File: src/rtl/seq_det_ctrl.sv
// seq_det_ctrl: configurable serial pattern detector with match counting.
// A pattern, length, overlap mode and match target are loaded in IDLE. A
// run then scans a 1-bit stream, pulses out per match, and finishes with a
// done pulse once the target count is reached.
// Optional build macro SEQ_TIMEOUT_EN adds a no-match timeout that aborts a
// run after TIMEOUT RUN cycles without a match. Without it, timeout is tied 0.
//
// state   | meaning
// --------+------------------------------------------------------------
// IDLE    | accepting configuration, waiting for start
// RUN     | scanning in/in_valid, counting matches
// DONE    | target reached; one cycle carrying the done pulse, then IDLE
module seq_det_ctrl #(
  parameter int PAT_W   = 8,
  parameter int CNT_W   = 8,
  parameter int TIMEOUT = 64,
  localparam int LEN_W  = $clog2(PAT_W + 1)
) (
  input  logic             clk,
  input  logic             rst,
  input  logic             cfg_valid,
  output logic             cfg_ready,
  input  logic [PAT_W-1:0] cfg_pattern,
  input  logic [LEN_W-1:0] cfg_len,
  input  logic             cfg_overlap,
  input  logic [CNT_W-1:0] cfg_target,
  output logic             cfg_err,
  input  logic             start,
  input  logic             abort,
  input  logic             in_valid,
  input  logic             in,
  output logic             out,
  output logic [CNT_W-1:0] match_cnt,
  output logic             busy,
  output logic             done,
  output logic             timeout
);

  typedef enum logic [1:0] {
    ST_IDLE = 2'd0,
    ST_RUN  = 2'd1,
    ST_DONE = 2'd2
  } state_t;

  // Reset configuration is the classic non-overlapping 0110 detector.
  localparam logic [PAT_W-1:0] RST_PAT = PAT_W'(6);
  localparam logic [LEN_W-1:0] RST_LEN = LEN_W'(4);

  state_t           state_q, state_d;
  logic [PAT_W-1:0] pat_q, pat_d;
  logic [LEN_W-1:0] len_q, len_d;
  logic             ovl_q, ovl_d;
  logic [CNT_W-1:0] tgt_q, tgt_d;
  logic [PAT_W-1:0] hist_q, hist_d;
  logic [LEN_W-1:0] fill_q, fill_d;
  logic [CNT_W-1:0] cnt_q, cnt_d;
  logic             out_q, out_d;
  logic             done_q, done_d;
  logic             err_q, err_d;

  logic [PAT_W-1:0] hist_shift;
  logic [PAT_W-1:0] len_mask;
  logic [LEN_W-1:0] fill_inc;
  logic [CNT_W-1:0] cnt_inc;
  logic             cfg_legal;
  logic             hit;

`ifdef SEQ_TIMEOUT_EN
  localparam int TMR_W = $clog2(TIMEOUT + 1);
  localparam logic [TMR_W-1:0] TMR_LOAD = TMR_W'(TIMEOUT - 1);

  logic [TMR_W-1:0] tmr_q, tmr_d;
  logic             tmo_q, tmo_d;
`endif

  // Detector helpers: candidate history, saturating fill, length mask, match
  always_comb begin
    hist_shift = {hist_q[PAT_W-2:0], in};
    fill_inc   = (fill_q >= len_q) ? len_q : fill_q + LEN_W'(1);
    for (int i = 0; i < PAT_W; i++) begin
      len_mask[i] = (i < int'(len_q));
    end
    hit       = in_valid && (fill_inc == len_q) &&
                ((hist_shift & len_mask) == (pat_q & len_mask));
    cnt_inc   = (&cnt_q) ? cnt_q : cnt_q + CNT_W'(1);
    cfg_legal = (cfg_len != '0) && (cfg_len <= LEN_W'(PAT_W));
  end

  // Next state, config latch, run datapath and one-cycle output pulses
  always_comb begin
    state_d = state_q;
    pat_d   = pat_q;
    len_d   = len_q;
    ovl_d   = ovl_q;
    tgt_d   = tgt_q;
    hist_d  = hist_q;
    fill_d  = fill_q;
    cnt_d   = cnt_q;
    out_d   = 1'b0;
    done_d  = 1'b0;
    err_d   = 1'b0;
`ifdef SEQ_TIMEOUT_EN
    tmr_d   = tmr_q;
    tmo_d   = 1'b0;
`endif

    unique case (state_q)
      ST_IDLE: begin
        if (cfg_valid) begin
          if (cfg_legal) begin
            pat_d = cfg_pattern;
            len_d = cfg_len;
            ovl_d = cfg_overlap;
            tgt_d = cfg_target;
          end else begin
            err_d = 1'b1;
          end
        end
        if (start) begin
          hist_d  = '0;
          fill_d  = '0;
          cnt_d   = '0;
          state_d = ST_RUN;
`ifdef SEQ_TIMEOUT_EN
          tmr_d   = TMR_LOAD;
`endif
        end
      end

      ST_RUN: begin
        if (abort) begin
          state_d = ST_IDLE;
        end else begin
          if (in_valid) begin
            hist_d = hist_shift;
            // Non-overlap restarts the fill so no bit is shared by two matches
            fill_d = (hit && !ovl_q) ? '0 : fill_inc;
          end
          if (hit) begin
            out_d = 1'b1;
            cnt_d = cnt_inc;
            if ((tgt_q != '0) && (cnt_inc == tgt_q)) begin
              done_d  = 1'b1;
              state_d = ST_DONE;
            end
          end
`ifdef SEQ_TIMEOUT_EN
          // A match in the terminal cycle wins and reloads the timer
          if (hit) begin
            tmr_d = TMR_LOAD;
          end else if (tmr_q == '0) begin
            tmo_d   = 1'b1;
            state_d = ST_IDLE;
          end else begin
            tmr_d = tmr_q - TMR_W'(1);
          end
`endif
        end
      end

      ST_DONE: begin
        state_d = ST_IDLE;
      end

      default: begin
        state_d = ST_IDLE;
      end
    endcase
  end

  // State, configuration and datapath registers
  always_ff @(posedge clk or posedge rst) begin
    if (rst) begin
      state_q <= ST_IDLE;
      pat_q   <= RST_PAT;
      len_q   <= RST_LEN;
      ovl_q   <= 1'b0;
      tgt_q   <= '0;
      hist_q  <= '0;
      fill_q  <= '0;
      cnt_q   <= '0;
      out_q   <= 1'b0;
      done_q  <= 1'b0;
      err_q   <= 1'b0;
    end else begin
      state_q <= state_d;
      pat_q   <= pat_d;
      len_q   <= len_d;
      ovl_q   <= ovl_d;
      tgt_q   <= tgt_d;
      hist_q  <= hist_d;
      fill_q  <= fill_d;
      cnt_q   <= cnt_d;
      out_q   <= out_d;
      done_q  <= done_d;
      err_q   <= err_d;
    end
  end

`ifdef SEQ_TIMEOUT_EN
  // No-match down-counter and its timeout pulse
  always_ff @(posedge clk or posedge rst) begin
    if (rst) begin
      tmr_q <= '0;
      tmo_q <= 1'b0;
    end else begin
      tmr_q <= tmr_d;
      tmo_q <= tmo_d;
    end
  end

  assign timeout = tmo_q;
`else
  assign timeout = 1'b0;
`endif

  assign cfg_ready = (state_q == ST_IDLE);
  assign busy      = (state_q == ST_RUN);
  assign out       = out_q;
  assign done      = done_q;
  assign cfg_err   = err_q;
  assign match_cnt = cnt_q;

endmodule
File: config.mk
export PLATFORM = sky130hd
export DESIGN_NAME = seq_det_ctrl
export DESIGN_NICKNAME = d
export VERILOG_FILES = /design/src/rtl/seq_det_ctrl.sv
export SDC_FILE = /design/constraint.sdc
export NUM_CORES = 1
export LEC_CHECK = 0
export CAP_MARGIN = 20
export CORE_ASPECT_RATIO = 0.7
export CORE_MARGIN = 8
export CORE_UTILIZATION = 50
export DETAILED_ROUTE_END_ITERATION = 12
export PLACE_DENSITY = 0.72
export SLEW_MARGIN = 20
export SYNTH_ARGS = -nofsm -noshare
export SYNTH_HDL_FRONTEND = slang
export SYNTH_SLANG_ARGS = --single-unit
File: constraint.sdc
create_clock -name clk -period 6.37 [get_ports clk]
set_clock_uncertainty 0.15 [all_clocks]
set_input_delay 0.9555 -clock clk [delete_from_list [all_inputs] [get_ports clk]]
set_output_delay 0.9555 -clock clk [all_outputs]
set_load 0.05 [all_outputs]
== Word level (Yosys, flattened, before mapping) ==
Cells that the tools add are included.

* Flip-flop bits (word level): 45
* Latch bits: 0
* Memory bits (writable): 0
* ROM bits: 0
* Input bits: 28
* Logic and storage cells: 79
* Memories: 0

* $add $sub $neg: 2
* Multipliers: 0
* Divide/modulo/power cells: 0
* $lt $le $gt $ge: 10
* Equal/unequal tests: 10
* Shift operators: 0
* Multiplexer cells: 29
* Bitwise gates (word level): 2
* Reduce and logical (&&, ||, !) cells: 15

{| class="wikitable"
|+ Operator list
! cell !! number
|-
| $mux W8 || 4
|-
| $mux W4 || 5
|-
| $and A8 B8 Y8 || 2
|-
| $eq A8 B8 Y1 || 2
|-
| $lt A3 B4 Y1 const A || 4
|-
| $pmux W8 S2 || 1
|-
| $mux W7 || 2
|-
| $pmux W7 S2 || 1
|-
| $mux W1 || 10
|-
| $add A8 B1 Y8 const B || 1
|-
| $lt A1 B4 Y1 const A || 2
|-
| $lt A2 B4 Y1 const A || 2
|-
| $mux W2 || 4
|-
| $pmux W4 S2 || 1
|-
| $reduce_and A4 Y1 || 2
|-
| $reduce_and A8 Y1 || 1
|-
| $reduce_bool A8 Y1 || 1
|-
| $ne A3 B2 Y1 const B || 2
|-
| $reduce_and A3 Y1 || 2
|-
| $logic_and A1 B1 Y1 || 5
|-
| $add A4 B1 Y4 const B || 1
|-
| $eq A4 B4 Y1 || 1
|-
| $ge A4 B4 Y1 || 1
|-
| $le A4 B4 Y1 const B || 1
|-
| 8 further kinds || 10
|}

== Longest topological paths before layout ==
Gate-level depths: netlist of the first run.

* Depth after elaboration: 10
* Mapped depth: 9

== Worst setup path before layout of the first run ==
OpenSTA, ideal clock, no wires.

* Path type: register to register
* Start point: register cnt_q[0], in the netlist match_cnt[0]
* End point: register state_q[0]
* Library setup time: 118 ps
* Arrival: 2389 ps
* Setup slack: 3713 ps
* Cell stages (with the launch flop): 10
* Path buffers: 1
* Period minus slack after synthesis: 2657 ps
* Path through: dfrtp_1 ha_1 and3_1 clkbuf_1 nand2_1 o21ai_1 xnor2_1 a2111oi_2 nand4_1 a21o_1

* Longest elaborated chain between the ends: 6
* Elaborated cells between the ends (all ways): 7

{| class="wikitable"
|+ Ends and longest elaborated chain
! element !! line !! source
|-
| start: declaration || 56 || <nowiki>logic [CNT_W-1:0] cnt_q, cnt_d;</nowiki>
|-
| start signal: assignment || 193 || <nowiki>cnt_q <= cnt_d;</nowiki>
|-
| $add A8 B1 Y8 or $reduce_and A8 Y1 (tied branches) || 85 || <nowiki>cnt_inc = (&cnt_q) ? cnt_q : cnt_q + CNT_W'(1);</nowiki>
|-
| $mux W8 (*) || 85 ||
|-
| $eq A8 B8 Y1 (*) || 142 || <nowiki>if ((tgt_q != '0) && (cnt_inc == tgt_q)) begin</nowiki>
|-
| $logic_and A1 B1 Y1 (*) || 142 ||
|-
| $ne A3 B2 Y1 (no source line) (*) || -- ||
|-
| $reduce_and A3 Y1 (no source line) (*) || -- ||
|-
| end signal: assignment || 186 || <nowiki>state_q <= state_d;</nowiki>
|-
| end: declaration || 49 || <nowiki>state_t state_q, state_d;</nowiki>
|}

Every way passes the cells marked *; elsewhere a longest branch is shown, timed or not.
A chain may end at the register's enable or synchronous reset.

== Worst setup path after layout of the first run ==
* Start point: register state_q[0]
* End point: output cfg_ready

* Longest elaborated chain between the ends: 1

{| class="wikitable"
|+ Ends and longest elaborated chain
! element !! line !! source
|-
| $logic_not A2 Y1 || 217 || <nowiki>assign cfg_ready = (state_q == ST_IDLE);</nowiki>
|-
| end: declaration || 22 || <nowiki>output logic cfg_ready,</nowiki>
|}

No other way between the ends.

==> out/results.txt, run 1 <==
The die is 76.4 um tall. The number of setup buffers added after CTS is 0. In this run the tool buffered the top-level ports with 40 buffer cells.

Summing all multi-input logic gate instances after layout gives 1380 um2. The pin count of the biggest net entering global routing was 46; the average routed wire per standard cell was 15.9 um. The run gives 0 as the number of hold-slack violations in the final timing report.

The startpoint identified for the worst register-to-register timing path is len_q[3]$_DFFE_PP0P_. The die width was 102 um. Detailed routing placed a total of 407 um of wire on met3. The maximum clock insertion buffer count came out at 2.

The number of rows created at floorplan is 22, and the summed instance area of the synthesized netlist is 2610 um2. The final setup TNS was 0 ns; the synthesized area per cell was 9.95 um2. The tools report the DRC marker count from the first detailed-route iteration as 153. Prior to clock tree synthesis, the placed netlist has a worst setup slack of 3.04 ns. Cells with a size suffix above 1 make up 13.2% of the layout. The total of fill cells in the finished design was 454; the internal power summed over all cells was 655 uW. STA classifies the critical path endpoint as an output port. The largest fanout on the critical path was 6.

After synthesis, the largest family of logic cells by area is simple AND/OR/NAND/NOR gates. The logs give 50.7% for the initial cell density of the core and 0 for the initial antenna violation count. The tools report the final-report max-slew violation count as 0. The tools report the switching power summed over all nets as 379 uW. The post-synthesis register bit count is 45, and the upper clock frequency limit is 328 MHz. Count of endpoints failing setup in the final report: 0.

TritonCTS built the clock tree. The run gives 262 as the synthesized instance count. HPWL after detailed placement: 4.35 mm. The number of antenna diodes in the final layout is 0. For this run, asynchronously set or reset flops after synthesis account for 100%. Of the total synthesized cell area, the portion taken by full adders, half adders and majority gates is 2.88%.

STA classifies the critical path startpoint as a flop. In the post-synthesis netlist, the biggest area contributors are sky130_fd_sc_hd__dfrtp_1 40%, sky130_fd_sc_hd__mux2_2 9.1%, sky130_fd_sc_hd__nand2_1 3.9%, sky130_fd_sc_hd__xnor2_1 3.7%, sky130_fd_sc_hd__nand3_1 3.1%. The via count of the first global-routing pass was 1959; the overall die area was 7820 um2. The total overflow left after global routing is 0. The number of nets handed over by synthesis was 296.

The post-CTS resize count was 0; the final worst slack was 3.32 ns. The predominant post-synthesis flop cell was sky130_fd_sc_hd__dfrtp_1. Synthesis instantiated 49 different standard cells from the library.

The mean number of vias per cell is 5.60, and the number of clock sinks is 45. Per report_power, the combinational group accounts for 38.0% of the total. Before antenna repair, the detailed router went through 4 iterations. The portion of synthesized area spent on multiplexers is 11.4%. The run finished with clean final reports.

At the worst endpoint, the arrival time is 1.94 ns. After layout, the worst path uses 47.9% of the clock period. Setup repair after global routing left no endpoint under its margin. After floorplanning, the core was sized to cover 5150 um2. Area share of and/or/nand/nor cells after synthesis: 19.6%. The run gives 38.2% as the relative slew slack. Summing the areas of all compound-gate instances in the mapped netlist gives 13.0% of the synthesized area.

The later pin in the worst-skew pair is clocked with a latency of 0.30 ns. The share of the synthesized netlist area taken by xor and xnor gates is 6.05%. The tools report the number of maximum-capacitance constraint violations as 0. Routability-driven placement finished with a final weighted congestion of 0.880. In the final layout, flip-flops and latches occupy 1130 um2. For the largest voltage drop on the vdd net, the log shows 0.000174 V. The H-tree was split into 2 levels. For this run, the total global-route usage over all layers was measured as 15.7%. Routed metal-1 wire length: 3.00 mm. The slew at the pin closest to its max-slew limit works out to 0.925 ns. The worst hold path belongs to the class reg2reg.

The tree is rooted in a sky130_fd_sc_hd__clkbuf_8. The number of buffers created by CTS is 5. The run gives 9.82 mm as the first-pass GRT wire length. The detail route stage leaves a number of antenna-violating nets equal to 0.

Of the total power, the clock network draws 21.2%. The number of warning messages in the yosys log was 0. The tools report the via total after detailed routing as 2056.

The startpoint identified for the worst hold timing path is hist_q[0]$_DFFE_PP0P_. During I/O placement, the number of pins put on the boundary was 42. The critical path starts at state_q[0]$_DFFE_PP0P_. The required time at the endpoint of the critical path is 5.26 ns. Per report_power, the sequential group accounts for 40.8% of the total. The power per cell area is 328 nW/um2, and the synthesis-to-layout area growth is 20.9%. The setup path with the least slack is of type reg2out. Sequential cells were found to cover 43.3% of the synthesized design area. The DRC violation count after routing was 0; the standby leakage power was 0.00132 uW. The number of hold buffers added after CTS was 0; the final layout net count was 328. Final critical path time including I/O delays and setup: 3.05 ns. Cell taking the most area after synthesis: sky130_fd_sc_hd__dfrtp_1. Of the total power, the share spent switching nets is 36.7%.

Summed over all nets, wire length on met2 after detailed routing comes to 2.40 mm. For this block, the routed nets add up to 5.85 mm of wire. Yosys mapped a number of flops with a built-in enable equal to 0. The uppermost signal routing layer after detailed routing was met4. The synthesized design devotes to its leading area cell type 40.3% of total area.

After clock tree synthesis, the clock-pin slew on the worst setup and hold paths is 0.09 ns.
[logic make-up (layout without fill, tap and decap cells)]
group                    Yosys count  count (layout)
other                              1               1
flip-flops                        45              45
multiplexers                      27              27
adder cells (fa/ha/maj)            6               6
AND/OR/NAND/NOR                   96              96
buffers and inverters             24              57
AO/OA/AOI/OAI                     45              45
XOR/XNOR                          18              18
[placed cells by master (no fill, tap or decap), types with 2 or more instances in the layout]
cell / count
sky130_fd_sc_hd__o22ai_1: 2
sky130_fd_sc_hd__o211ai_1: 2
sky130_fd_sc_hd__mux2i_1: 6
sky130_fd_sc_hd__dfrtp_1: 42
sky130_fd_sc_hd__ha_1: 6
sky130_fd_sc_hd__nor3_1: 9
sky130_fd_sc_hd__o31ai_1: 2
sky130_fd_sc_hd__mux2_2: 21
sky130_fd_sc_hd__nor2b_1: 2
sky130_fd_sc_hd__and4_1: 4
sky130_fd_sc_hd__and2_1: 2
sky130_fd_sc_hd__dfstp_2: 3
sky130_fd_sc_hd__nand4_1: 3
sky130_fd_sc_hd__a311oi_1: 2
sky130_fd_sc_hd__o41ai_1: 3
sky130_fd_sc_hd__xnor2_1: 11
sky130_fd_sc_hd__o21a_1: 2
sky130_fd_sc_hd__a21oi_1: 10
sky130_fd_sc_hd__clkdlybuf4s50_1: 40
sky130_fd_sc_hd__inv_1: 7
sky130_fd_sc_hd__a31oi_1: 4
sky130_fd_sc_hd__a211oi_1: 2
sky130_fd_sc_hd__o21ai_1: 2
sky130_fd_sc_hd__nand2b_1: 4
sky130_fd_sc_hd__nand3_1: 16
sky130_fd_sc_hd__nand2_1: 27
sky130_fd_sc_hd__and3_1: 7
sky130_fd_sc_hd__nor2_1: 14
sky130_fd_sc_hd__xor2_1: 7
sky130_fd_sc_hd__clkbuf_8: 5
sky130_fd_sc_hd__o21ai_0: 6
sky130_fd_sc_hd__a2111oi_2: 2
[area by class of cell]
type,instances,area share [%]
Inverter,8,0.953
Timing Repair Buffer,41,12.9
Multi-Input combinational cell,193,43.9
Clock buffer,6,2.30
Clock inverter,2,1.23
Sequential cell,45,35.8
Tap cell,72,2.86
[Yosys cell counts, types with 2 or more instances]
cell type,instances
sky130_fd_sc_hd__a31oi_1,4
sky130_fd_sc_hd__a311oi_1,2
sky130_fd_sc_hd__and3_1,7
sky130_fd_sc_hd__mux2_2,21
sky130_fd_sc_hd__dfstp_2,3
sky130_fd_sc_hd__and4_1,4
sky130_fd_sc_hd__mux2i_1,6
sky130_fd_sc_hd__inv_1,8
sky130_fd_sc_hd__o21ai_0,6
sky130_fd_sc_hd__clkbuf_1,13
sky130_fd_sc_hd__o211ai_1,2
sky130_fd_sc_hd__nand2b_1,4
sky130_fd_sc_hd__o22ai_1,2
sky130_fd_sc_hd__o21a_1,2
sky130_fd_sc_hd__and2_1,2
sky130_fd_sc_hd__ha_1,6
sky130_fd_sc_hd__nand3_1,16
sky130_fd_sc_hd__o31ai_1,2
sky130_fd_sc_hd__o21ai_1,2
sky130_fd_sc_hd__xor2_1,7
sky130_fd_sc_hd__a2111oi_2,2
sky130_fd_sc_hd__xnor2_1,11
sky130_fd_sc_hd__a211oi_1,2
sky130_fd_sc_hd__nor2_1,14
sky130_fd_sc_hd__nor3_1,9
sky130_fd_sc_hd__nand4_1,3
sky130_fd_sc_hd__o41ai_1,3
sky130_fd_sc_hd__nand2_1,27
sky130_fd_sc_hd__a21oi_1,10
sky130_fd_sc_hd__nor2b_1,2
sky130_fd_sc_hd__dfrtp_1,42
[registers in the layout (all words and copies together), names as in the netlist]
register / flops
fill_q: 4
state_q: 2
out: 1
ovl_q: 1
hist_q: 7
pat_q: 8
len_q: 4
match_cnt: 8
cfg_err: 1
done: 1
tgt_q: 8
[path summary, 6_finish.rpt]
kind                                                  to  cells past startpoint  slack, ns
worst max-delay path                           cfg_ready                      2       3.32
worst max register to register  match_cnt[4]$_DFFE_PP0P_                      9       3.47
worst min-delay path               hist_q[1]$_DFFE_PP0P_                      2       0.38
worst min register to register     hist_q[1]$_DFFE_PP0P_                      2       0.38
max in group asynchronous         state_q[0]$_DFFE_PP0P_                      3       4.72
min in group asynchronous           tgt_q[0]$_DFFE_PP0P_                      3       0.96
[worst max-delay path: stages (launching register included)]
cell	delay, ns
sky130_fd_sc_hd__dfrtp_1	0.38
sky130_fd_sc_hd__nor2_1	0.38
sky130_fd_sc_hd__clkdlybuf4s50_1	0.89
[metal layers]
metal	vias up	global-route usage (%)
met5	-	0
met2	62	21.5
met1	979	23.2
met4	0	3.80
li1	1010	-
met3	5	4.38
[metrics by stage]
stage | instances | cell area [um2] | total power [uW] | hold slack [ns] | utilization, %
6_report | 367 | 3150 | 1030 | 0.375 | 61.2
5_1_grt | 367 | 3150 | 1110 | 0.414 | 61.2
4_1_cts | 367 | 3150 | 1040 | 0.374 | 61.2
3_5_place_dp | 359 | 3040 | 819 | 0.360 | 59.1
3_3_place_gp | 359 | 3040 | 806 | 0.349 | 59.1
2_1_floorplan | 262 | 2610 | 726 | 0.330 | -
[power groups by stage]
stage	Clock, uW	Combinational (uW)	Sequential (uW)
2_1_floorplan	0	326	400
3_3_place_gp	0	382	423
3_5_place_dp	0	392	427
4_1_cts	225	394	421
5_1_grt	233	441	433
6_report	219	392	422
No activity file was read; power rests on OpenSTA's default activity.
==> run 2, diff against run 1 <==
clock period = 2.9 ns   (was 6.37 ns; I/O delays follow)
==> run 2 against run 1 <==
Against the previous run: sequential share of layout area decreased by 0.94 points; power increased by 130%; highest routed layer unchanged; global-route usage increased by 1.5 points.
==> out/results.txt, run 2 (synthesized netlist as in run 1, its figures left out) <==
Based on the critical path, the design can be clocked at up to 366 MHz. The first global-routing pass estimated 10.7 mm of wire. The maximum clock insertion buffer count came out at 2.

The number of rows created at floorplan came out at 22. The library cells used most frequently in the layout, excluding fill and tap cells, are 42 x sky130_fd_sc_hd__dfrtp_1, 40 x sky130_fd_sc_hd__clkdlybuf4s50_1, 27 x sky130_fd_sc_hd__nand2_1. In the routed design, unresolved DRC markers number 0. The initial utilization of the core area, before any placement, comes to 50.7%. Once detail routing completed, the nets flagged for antenna violations numbered 0. For the final routed database, the setup TNS stands at 0 ns. For the initial antenna violation count, the log shows 0. The count of buffers added on input and output ports is 40. The worst path uses 94.2% of the clock period.

Clock latency on the worst-skew pair, taken at its later pin, is 0.31 ns. After floorplanning, the core was sized to cover 5150 um2. Setup repair after global routing left no endpoint under its margin. Wires add up to 6.28 mm. The tools report the number of maximum-capacitance constraint violations as 0. The worst-case IR drop observed on VDD is 0.000350 V.

The worst pin sits at a relative slew slack of 51.0%. The critical path contains buffers and inverters numbering 0 combined. After global routing the overflow that remains totals 0.

The area growth from synthesis to layout is 24.1%. The largest fanout on the critical path was 6. STA classifies the critical path endpoint as a flop. STA puts the critical path data arrival time at 2.77 ns. The smallest clock period supported by the final layout is computed as 2.73 ns. The count of endpoints failing setup in the final report was 0.

The power per cell area is 724 nW/um2. The most critical setup path has its startpoint at fill_q[0]$_DFFE_PP0P_. The logs give 0 for the final-report max-slew violation count and 17.2% for the total global routing track utilization. The type of the worst min-delay path was in2async. The via count of the first global-routing pass was 2097. The run gives 0 as the number of hold-slack violations in the final timing report.

At the worst endpoint, the required time is 2.94 ns. Dividing the detail-routed wire length by the instance count gives 16.6 um. The first routing iteration left 161 violations.

Clock tree synthesis found a total of 45 sinks. The logs give 339 for the final layout net count and 0.308 ns for the worst hold slack. The tools report the total inserted antenna cells as 0.

The clock slew at the register clock pins of the worst setup and hold paths was 0.09 ns. The pin count of the biggest net entering global routing is 22. The worst register-to-register path begins at fill_q[0]$_DFFE_PP0P_. For this design, the slowest cell found on the critical path is sky130_fd_sc_hd__dfrtp_1.

The mean number of vias per cell was 5.74. STA classifies the critical path startpoint as a flop. The run gives 0.00138 uW as the standby leakage power. Leaving out fill and tap cells, the most frequent cell in the layout is sky130_fd_sc_hd__dfrtp_1. Type of the worst setup path: reg2reg. The die is 102 um wide. The first TritonRoute pass finished after 5 iterations. In this design, the largest share of critical-path delay is due to compound AO/OA/AOI/OAI gates. For this run, the slowest stage of the critical path takes 0.45 ns. The setup slack of the worst register-to-register path is 0.17 ns, and the slew at the pin closest to its max-slew limit is 0.730 ns. In the post-route analysis, the smallest setup slack over all paths is 0.169 ns.

Prior to clock tree synthesis, the placed netlist has a worst setup slack of 0.185 ns. TritonCTS built the clock tree. Counting the buffers created by CTS gives 5.

For the top-level I/O count, the log shows 42. Walking the worst path, the cells encountered are ha_1 > xor2_1 > a2111oi_2 > o221ai_2 > nor3_2 > a21oi_1 > a311oi_1. The floorplan step defined a die boundary enclosing 7820 um2. The fraction of final layout cells with drive strength greater than 1 was 16.7%. The die height came out at 76.4 um. The run finished with clean final reports. Hold repair after CTS inserted 0 buffers.

Detailed placement finished with a half-perimeter wire length of 4.83 mm. The total number of H-tree levels is 2. CTS placed an instance of sky130_fd_sc_hd__clkbuf_8 at the clock tree root. The total of fill cells in the finished design is 449, and the via total after detailed routing is 2168. The congestion estimate from routability-driven global placement came to 0.908.
## run 2: worst paths after layout
check,to,cells past startpoint
max,match_cnt[6]$_DFFE_PP0P_,7
min,tgt_q[1]$_DFFE_PP0P_,2
max reg2reg,match_cnt[6]$_DFFE_PP0P_,7
min reg2reg,hist_q[5]$_DFFE_PP0P_,2
max in group asynchronous,state_q[1]$_DFFE_PP0P_,3
min in group clk,hist_q[5]$_DFFE_PP0P_,2
## run 2: cell type report
cell class                      count  area [um2]  share of cell area [%]
Multi-Input combinational cell    193        1390                    42.8
Clock inverter                      2        38.8                    1.20
Inverter                            8        30.0                   0.928
Tap cell                           72        90.1                    2.78
Timing Repair Buffer               52         490                    15.2
Sequential cell                    45        1130                    34.9
Clock buffer                        6        72.6                    2.24
## run 2: metal layers
layer  routed length, um  GRT usage (%)
met4                 119           6.42
met1                3160           26.2
met5                   0              0
met2                2480           22.3
met3                 520           3.92
## run 2: where the power goes
group / internal [uW] / total (uW) / leakage [uW] / switching, uW
Clock: 260 / 484 / 0.0000558 / 223
Sequential: 761 / 893 / 0.000575 / 132
Combinational: 453 / 967 / 0.000748 / 514
Total: 1470 / 2340 / 0.00138 / 869
## run 2: stage by stage
step | util [%] | total power [uW] | cell area (um2) | std cells
6_report | 62.9 | 2340 | 3240 | 378
5_1_grt | 62.9 | 2480 | 3240 | 378
4_1_cts | 62.8 | 2330 | 3230 | 378
3_5_place_dp | 60.7 | 1850 | 3120 | 370
3_3_place_gp | 60.7 | 1830 | 3120 | 370
2_1_floorplan | - | 1590 | 2610 | 262
## run 2: what timing repair did
item                                    4_1_cts  5_1_grt
gates resized for setup                       0        1
endpoints found under the setup margin        0        5
setup buffers                                 0        0
hold endpoints to repair                      0        0
## run 2: worst reg2reg max path, cell delays in order, from the launching register on
cell                        delay (ns)
sky130_fd_sc_hd__dfrtp_1          0.45
sky130_fd_sc_hd__ha_1             0.36
sky130_fd_sc_hd__xor2_1           0.18
sky130_fd_sc_hd__a2111oi_2        0.45
sky130_fd_sc_hd__o221ai_2         0.24
sky130_fd_sc_hd__nor3_2           0.37
sky130_fd_sc_hd__a21oi_1          0.12
sky130_fd_sc_hd__a311oi_1         0.30
==> run 3, diff against run 2 <==
SKIP_LAST_GASP = 1   (was not set)
==> results of run 3 <==
Same layout as run 2: the final DEF is identical, and so are final timing and power.
